**config.mk**
```make
export PLATFORM = sky130hd
export DESIGN_NAME = ppl_fetch_flat
export DESIGN_NICKNAME = d
export VERILOG_FILES = /design/src/rtl/ppl_pkg.sv /design/src/rtl/ppl_fetch_if.sv /design/src/rtl/ppl_sat_counter.sv /design/src/rtl/ppl_fetch.sv /design/src/flat_wrapper.sv
export SDC_FILE = /design/constraint.sdc
export NUM_CORES = 1
export LEC_CHECK = 0
export ABC_CLOCK_PERIOD_IN_PS = 6400
export BUFFER_PORTS_ARGS = -buffer_cell sky130_fd_sc_hd__buf_2
export CORE_UTILIZATION = 58
export CTS_BUF_LIST = sky130_fd_sc_hd__clkbuf_4 sky130_fd_sc_hd__clkbuf_8
export CTS_CLUSTER_SIZE = 8
export DETAILED_ROUTE_END_ITERATION = 10
export PLACE_DENSITY_LB_ADDON = 0.25
export SETUP_SLACK_MARGIN = 0.2
export SYNTH_ARGS = -nofsm -noshare
export SYNTH_HDL_FRONTEND = slang
export SYNTH_SLANG_ARGS = --single-unit
```
**constraint.sdc**
```tcl
create_clock -name clk -period 6.4 [get_ports clk]
set_input_delay 1.28 -clock clk [delete_from_list [all_inputs] [get_ports clk]]
set_output_delay 1.28 -clock clk [all_outputs]
set_load 0.005 [all_outputs]
```
**src/rtl/ppl_pkg.sv**
```systemverilog
// ---------------------------------------------------------------------------
// ppl_pkg -- shared definitions for the pipeline front end.
//
// Contents:
//   fetch_state_e  fetch FSM states (S_IDLE, S_REQ, S_HOLD, S_DRAIN)
//   RESET_PC       default PC loaded on reset
//   NOP_INST       instruction word used for pipeline bubbles
//   align_word()   clears the byte-offset bits of an address
// ---------------------------------------------------------------------------
package ppl_pkg;

    typedef enum logic [1:0] {
        S_IDLE  = 2'd0,  // first cycle after reset release, no request yet
        S_REQ   = 2'd1,  // request outstanding for the current PC
        S_HOLD  = 2'd2,  // fetched word parked while decode is stalled
        S_DRAIN = 2'd3   // waiting out a request whose data will be dropped
    } fetch_state_e;

    localparam logic [31:0] RESET_PC = 32'h8000_0000;
    localparam logic [31:0] NOP_INST = 32'h0000_0000;

    // Misaligned targets are silently truncated to the enclosing word.
    function automatic logic [31:0] align_word(input logic [31:0] addr);
        return addr & ~32'h0000_0003;
    endfunction

endpackage

```
**src/rtl/ppl_fetch_if.sv**
```systemverilog
// ---------------------------------------------------------------------------
// ppl_fetch_if -- instruction-memory request/ack bus.
//
// Signals:
//   imemReq    fetch request valid (fetch -> memory)
//   imemAddr   word-aligned fetch address (fetch -> memory)
//   imemAck    imemRdata valid this cycle (memory -> fetch)
//   imemRdata  fetched instruction word (memory -> fetch)
//
// Modports: master = fetch stage, slave = instruction memory.
// ---------------------------------------------------------------------------
interface ppl_fetch_if;

    logic        imemReq;
    logic [31:0] imemAddr;
    logic        imemAck;
    logic [31:0] imemRdata;

    modport master (
        output imemReq,
        output imemAddr,
        input  imemAck,
        input  imemRdata
    );

    modport slave (
        input  imemReq,
        input  imemAddr,
        output imemAck,
        output imemRdata
    );

endinterface

```
**src/rtl/ppl_sat_counter.sv**
```systemverilog
// ---------------------------------------------------------------------------
// ppl_sat_counter -- event counter that sticks at all-ones.
//
// Ports:
//   clk    clock, posedge
//   reset  asynchronous, active-low reset (clears the count)
//   en     count one event this cycle
//   count  current count, saturating at 2^WIDTH-1
// ---------------------------------------------------------------------------
module ppl_sat_counter #(
    parameter int WIDTH = 32
) (
    input  logic             clk,
    input  logic             reset,
    input  logic             en,
    output logic [WIDTH-1:0] count
);

    always_ff @(posedge clk or negedge reset) begin
        if (!reset) begin
            count <= '0;
        end else if (en && (count != '1)) begin
            count <= count + WIDTH'(1);
        end
    end

endmodule

```
**src/rtl/ppl_fetch.sv**
```systemverilog
// ---------------------------------------------------------------------------
// ppl_fetch -- instruction-fetch stage feeding the IF/ID register.
//
// Owns the fetch PC, runs a req/ack handshake with instruction memory
// (any number of wait states), and absorbs decode stalls and redirects.
// pcOut/instOut/pcContinue are combinational so the IF/ID register can
// capture an acknowledged word on the same edge it arrives.
//
// Ports:
//   clk         clock, posedge
//   reset       asynchronous, active-low reset
//   stall       IF/ID must hold this cycle
//   redirect    taken branch/jump/exception; current fetch is discarded
//   redirectPc  redirect target (low two bits ignored)
//   imem        instruction-memory bus (ppl_fetch_if.master)
//   pcOut       PC of delivered instruction  (IF/ID pcIn)
//   instOut     delivered instruction, 0 for a bubble (IF/ID instIn)
//   pcContinue  IF/ID write enable
//
// Optional feature, enabled by defining FETCH_PERF_EN:
//   perfWaitCnt    cycles spent with a request waiting for ack (saturating)
//   perfBubbleCnt  redirect bubbles written into IF/ID (saturating)
// ---------------------------------------------------------------------------
module ppl_fetch #(
    parameter logic [31:0] RESET_PC = ppl_pkg::RESET_PC,
    parameter logic [31:0] PC_STEP  = 32'd4
) (
    input  logic        clk,
    input  logic        reset,
    input  logic        stall,
    input  logic        redirect,
    input  logic [31:0] redirectPc,
    ppl_fetch_if.master imem,
    output logic [31:0] pcOut,
    output logic [31:0] instOut,
    output logic        pcContinue
`ifdef FETCH_PERF_EN
    ,
    output logic [31:0] perfWaitCnt,
    output logic [31:0] perfBubbleCnt
`endif
);

    import ppl_pkg::*;

    fetch_state_e state, state_n;
    logic [31:0]  pc, pc_n;
    logic [31:0]  hold_inst, hold_inst_n;
    logic [31:0]  pend_pc, pend_pc_n;
    logic [31:0]  redirect_target;

    assign redirect_target = align_word(redirectPc);

    // NOTE: sequential state is updated with non-blocking assignments only, so
    // every register samples the values computed for this cycle, not a
    // partially updated mix.
    always_ff @(posedge clk or negedge reset) begin
        if (!reset) begin
            state     <= S_IDLE;
            pc        <= RESET_PC;
            hold_inst <= NOP_INST;
            pend_pc   <= RESET_PC;
        end else begin
            state     <= state_n;
            pc        <= pc_n;
            hold_inst <= hold_inst_n;
            pend_pc   <= pend_pc_n;
        end
    end

    // Priority inside every state: redirect > stall > normal progress.
    always_comb begin
        // NOTE: every output and next-state value gets a default before the
        // case statement, so no path through the logic can infer a latch.
        state_n       = state;
        pc_n          = pc;
        hold_inst_n   = hold_inst;
        pend_pc_n     = pend_pc;
        imem.imemReq  = 1'b0;
        imem.imemAddr = pc;
        pcOut         = pc;
        instOut       = NOP_INST;
        pcContinue    = 1'b0;

        case (state)
            S_IDLE: begin
                state_n = S_REQ;
                if (redirect) begin
                    pc_n = redirect_target;
                end
            end

            S_REQ: begin
                imem.imemReq = 1'b1;
                if (redirect) begin
                    // Bubble into IF/ID unless decode is holding it.
                    pcContinue = ~stall;
                    if (imem.imemAck) begin
                        pc_n = redirect_target;
                    end else begin
                        // The bus cannot retract the request: finish it first.
                        pend_pc_n = redirect_target;
                        state_n   = S_DRAIN;
                    end
                end else if (imem.imemAck) begin
                    if (stall) begin
                        hold_inst_n = imem.imemRdata;
                        state_n     = S_HOLD;
                    end else begin
                        pcContinue = 1'b1;
                        instOut    = imem.imemRdata;
                        pc_n       = pc + PC_STEP;
                    end
                end
            end

            S_HOLD: begin
                if (redirect) begin
                    pcContinue = ~stall;
                    pc_n       = redirect_target;
                    state_n    = S_REQ;
                end else begin
                    instOut = hold_inst;
                    if (!stall) begin
                        pcContinue = 1'b1;
                        pc_n       = pc + PC_STEP;
                        state_n    = S_REQ;
                    end
                end
            end

            S_DRAIN: begin
                // Address stays on the old PC; pend_pc carries the target.
                imem.imemReq = 1'b1;
                if (redirect) begin
                    pend_pc_n = redirect_target;
                end
                if (imem.imemAck) begin
                    pc_n    = redirect ? redirect_target : pend_pc;
                    state_n = S_REQ;
                end
            end

            default: begin
                state_n = S_IDLE;
            end
        endcase
    end

`ifdef FETCH_PERF_EN
    logic wait_evt;
    logic bubble_evt;

    assign wait_evt   = imem.imemReq && !imem.imemAck;
    // A bubble only counts when it is actually written into IF/ID.
    assign bubble_evt = redirect && !stall && ((state == S_REQ) || (state == S_HOLD));

    ppl_sat_counter #(.WIDTH(32)) u_wait_cnt (
        .clk   (clk),
        .reset (reset),
        .en    (wait_evt),
        .count (perfWaitCnt)
    );

    ppl_sat_counter #(.WIDTH(32)) u_bubble_cnt (
        .clk   (clk),
        .reset (reset),
        .en    (bubble_evt),
        .count (perfBubbleCnt)
    );
`endif

endmodule

```
**src/flat_wrapper.sv**
```systemverilog
// flat-port wrapper written by rule: the top's interface ports become plain ports
module ppl_fetch_flat import ppl_pkg::*;
#(
    parameter logic [31:0] RESET_PC = ppl_pkg::RESET_PC,
    parameter logic [31:0] PC_STEP  = 32'd4
)
  (clk, reset, stall, redirect, redirectPc, pcOut, instOut, pcContinue, imem_imemReq, imem_imemAddr, imem_imemAck, imem_imemRdata);
  ppl_fetch_if imem_i ();
  input  logic clk;
  input  logic reset;
  input  logic stall;
  input  logic redirect;
  input  logic [31:0] redirectPc;
  output logic [31:0] pcOut;
  output logic [31:0] instOut;
  output logic pcContinue;
  output wire logic [$bits(imem_i.imemReq)-1:0] imem_imemReq;
  output wire logic [$bits(imem_i.imemAddr)-1:0] imem_imemAddr;
  input wire logic [$bits(imem_i.imemAck)-1:0] imem_imemAck;
  input wire logic [$bits(imem_i.imemRdata)-1:0] imem_imemRdata;
  assign imem_imemReq = imem_i.imemReq;
  assign imem_imemAddr = imem_i.imemAddr;
  assign imem_i.imemAck = imem_imemAck;
  assign imem_i.imemRdata = imem_imemRdata;
  ppl_fetch #(.RESET_PC(RESET_PC), .PC_STEP(PC_STEP)) u_core (.clk(clk), .reset(reset), .stall(stall), .redirect(redirect), .redirectPc(redirectPc), .imem(imem_i), .pcOut(pcOut), .instOut(instOut), .pcContinue(pcContinue));
endmodule
```
==> metrics <==
outcome complete, no violations; die outline width a little over 100 um; Filler cells 802; critical path class primary input to output port; Tmin final 4.362 ns; Distinct cells, synth 60; fin crit share 68.15%; Critical Path Source redirect; peak supply drop 0.2115 mV; placed cell areas 6447 um2; I/O pin count 167; Worst-Margin Slew roughly 1.3 ns; antenna cells 0; H-tree levels 3; gp weighted congestion 0.8692; worst-case clock buffer depth 2; Final Cell Area roughly 6600 um2; commonest non-fill, non-tap cell in the layout buf_2; total gr overflow 0; CTS Sinks 98; Setup TNS 0 ns; Seq cells post-synth 98; pwr dens approximately 470 nW/um2; Highest Clock Rate 0.2293 GHz; CTS clk-pin slew, worst paths 0.09 ns; GRT Total Usage between 20% and 30%; CP arrival 3.08 ns; Setup crit start kind primary input; DRT iter0 DRCs approximately 460; synthesis-to-finish area growth 14.28%; vias in the first global route 4863; P_leak 2.938 nW; Crit Reg-Reg Startpoint u_core.state[0]$_DFFE_PN0P_; fin nets 768; RSZ-0062 raised after global routing no; initial core utilization between 50 and 60%; latest clock arrival within the worst-skew pair 0.36 ns; via-per-instance ratio 6.236; synthesized area approximately 5800 um2; Die Y between 100 and 150 um; post-synthesis cell count 583; core area 9729 um2; dpl cells 815; crit end category output port; slew margin rel. 12.14%; area used by multi-input combinational logic 2932 um2; syn_nets 658; share of flip-flops with an asynchronous set or reset 100.0%; Max-Cap Viols 0; Hold Crit Class flip-flop to flip-flop; Post-CTS Setup Inserts 0; Slew Limit Fails 0; clk root buf clkbuf_8; DRC Markers 0; sequential cell area about 2500 um2; ratio of cells with drive above 1 in the final layout 38.54%; die area 10410 um2; Post-synth EDFFs 0; largest net degree at the start of global routing 51; Routed Antenna Nets 0; Setup Skew about 0.014 ns; Seq/Total Area, Yosys 42.32%; Final Hold Viols 0; post-cts gate resize count 0; number of port buffers ~160; CTS tree done; Yosys warning count 0; routed len/inst 18.41 um; crit path max fanout 32; Finish-stage setup viols 0; drt pass-1 iters 6; global-route wire length before repair 23620 um; Final Non-Filler Cells 831; routed vias between 5000 and 6000; row count 36; post-cts hold buffer count 0; syn_area_per_cell 9.950 um2; cts bufs inserted 9; WL final 15300 um; initial antenna violation count 0; Worst EP required 5.12 ns; most frequent cells in the layout 163 x buf_2, 96 x dfrtp_1, 62 x mux2_2, 40 x o21ai_0; hold_sp u_core.pend_pc[1]$_DFFE_PN0P_; Synth Flop Type dfrtp_1; dpl hpwl 10240 um
==> worst paths after layout <==
| path | endpoint | cells past startpoint | slack [ns] |
|---|---|---|---|
| max | instOut[2] | 5 | 2.04 |
| min | u_core.pend_pc[1]$_DFFE_PN0P_ | 1 | 0.51 |
| max reg2reg | u_core.imem.imemAddr[31]$_DFFE_PN1P_ | 7 | 3.09 |
| min reg2reg | u_core.pend_pc[1]$_DFFE_PN0P_ | 1 | 0.51 |
| max in group asynchronous | u_core.imem.imemAddr[9]$_DFFE_PN0P_ | 2 | 4.38 |
| min in group asynchronous | u_core.imem.imemAddr[20]$_DFFE_PN0P_ | 1 | 0.94 |
==> cell usage after synthesis, types with 8 or more instances <==
library cell,number,area [um2]
a21oi_1,9,45.04
a221oi_1,10,87.58
a222oi_1,9,90.09
a22oi_1,37,277.8
buf_2,11,55.05
buf_4,34,255.2
clkbuf_1,24,90.09
dfrtp_1,96,2402
mux2_2,62,698.2
nand2_1,36,135.1
nand2b_1,8,50.05
nand3_1,16,80.08
nand4_1,9,56.30
nor2_1,30,112.6
nor2b_1,38,237.7
nor3_1,11,55.05
o211ai_1,8,60.06
o21ai_0,40,200.2
o31ai_1,9,67.56
==> metal layers <==
| metal | routed length (um) | GRT usage (%) | vias to the layer above |
|---|---|---|---|
| li1 | - | - | 2372 |
| met5 | 0 | 0 | - |
| met3 | 1185 | 4.788 | 27 |
| met4 | 270 | 11.32 | 0 |
| met2 | 7488 | 48.01 | 239 |
| met1 | 6352 | 38.64 | 2544 |
==> sequential cells by signal, summed over array words and instances, names as in the netlist <==
name / cells
u_core.hold_inst: 32
u_core.imem.imemAddr: 32
u_core.pend_pc: 32
u_core.state: 2
==> final cells by class <==
class | count | area share [%]
multi-input cells | 407 | 44.22
flip-flops and latches | 98 | 37.03
repair buffers | 170 | 13.10
clock buffers | 13 | 2.510
well taps | 133 | 2.510
inverters | 7 | 0.3964
clock inverters | 3 | 0.2265
==> worst max-delay path, cell delays in order <==
cell	delay, ns
buf_2	0.20
nor2b_2	1.03
a22oi_1	0.24
nor2b_1	0.17
buf_2	0.14
==> kinds of logic (layout without fill, tap and decap cells) <==
group / after synthesis / count (layout) / synth area share, %
simple gates: 180 / 180 / 17.11
fa+ha+maj: 6 / 6 / 1.294
xor+xnor: 1 / 1 / 0.1510
mux: 63 / 63 / 12.21
compound gates: 157 / 157 / 19.44
flops: 98 / 98 / 42.32
buf+inv: 78 / 193 / 7.485
==> report_power, final <==
part	internal (mW)	switching (mW)	leakage, nW
clock	0.170	0.213	0.100
combinational	0.721	0.784	1.65
sequential	0.920	0.279	1.18
total	1.81	1.28	2.94
==> stage by stage <==
stage / total power, mW / hold WS [ns] / setup WS [ns] / utilization, %
2_1_floorplan: 2.295 / 0.4512 / 2.714 / -
5_1_grt: 3.309 / 0.5222 / 1.910 / 68.13
3_3_place_gp: 2.613 / 0.4666 / 2.127 / 66.27
6_report: 3.088 / 0.5056 / 2.038 / 68.13
4_1_cts: 3.079 / 0.5069 / 2.073 / 68.13
3_5_place_dp: 2.700 / 0.4837 / 2.097 / 66.27
(Power assumes the default switching activity.)
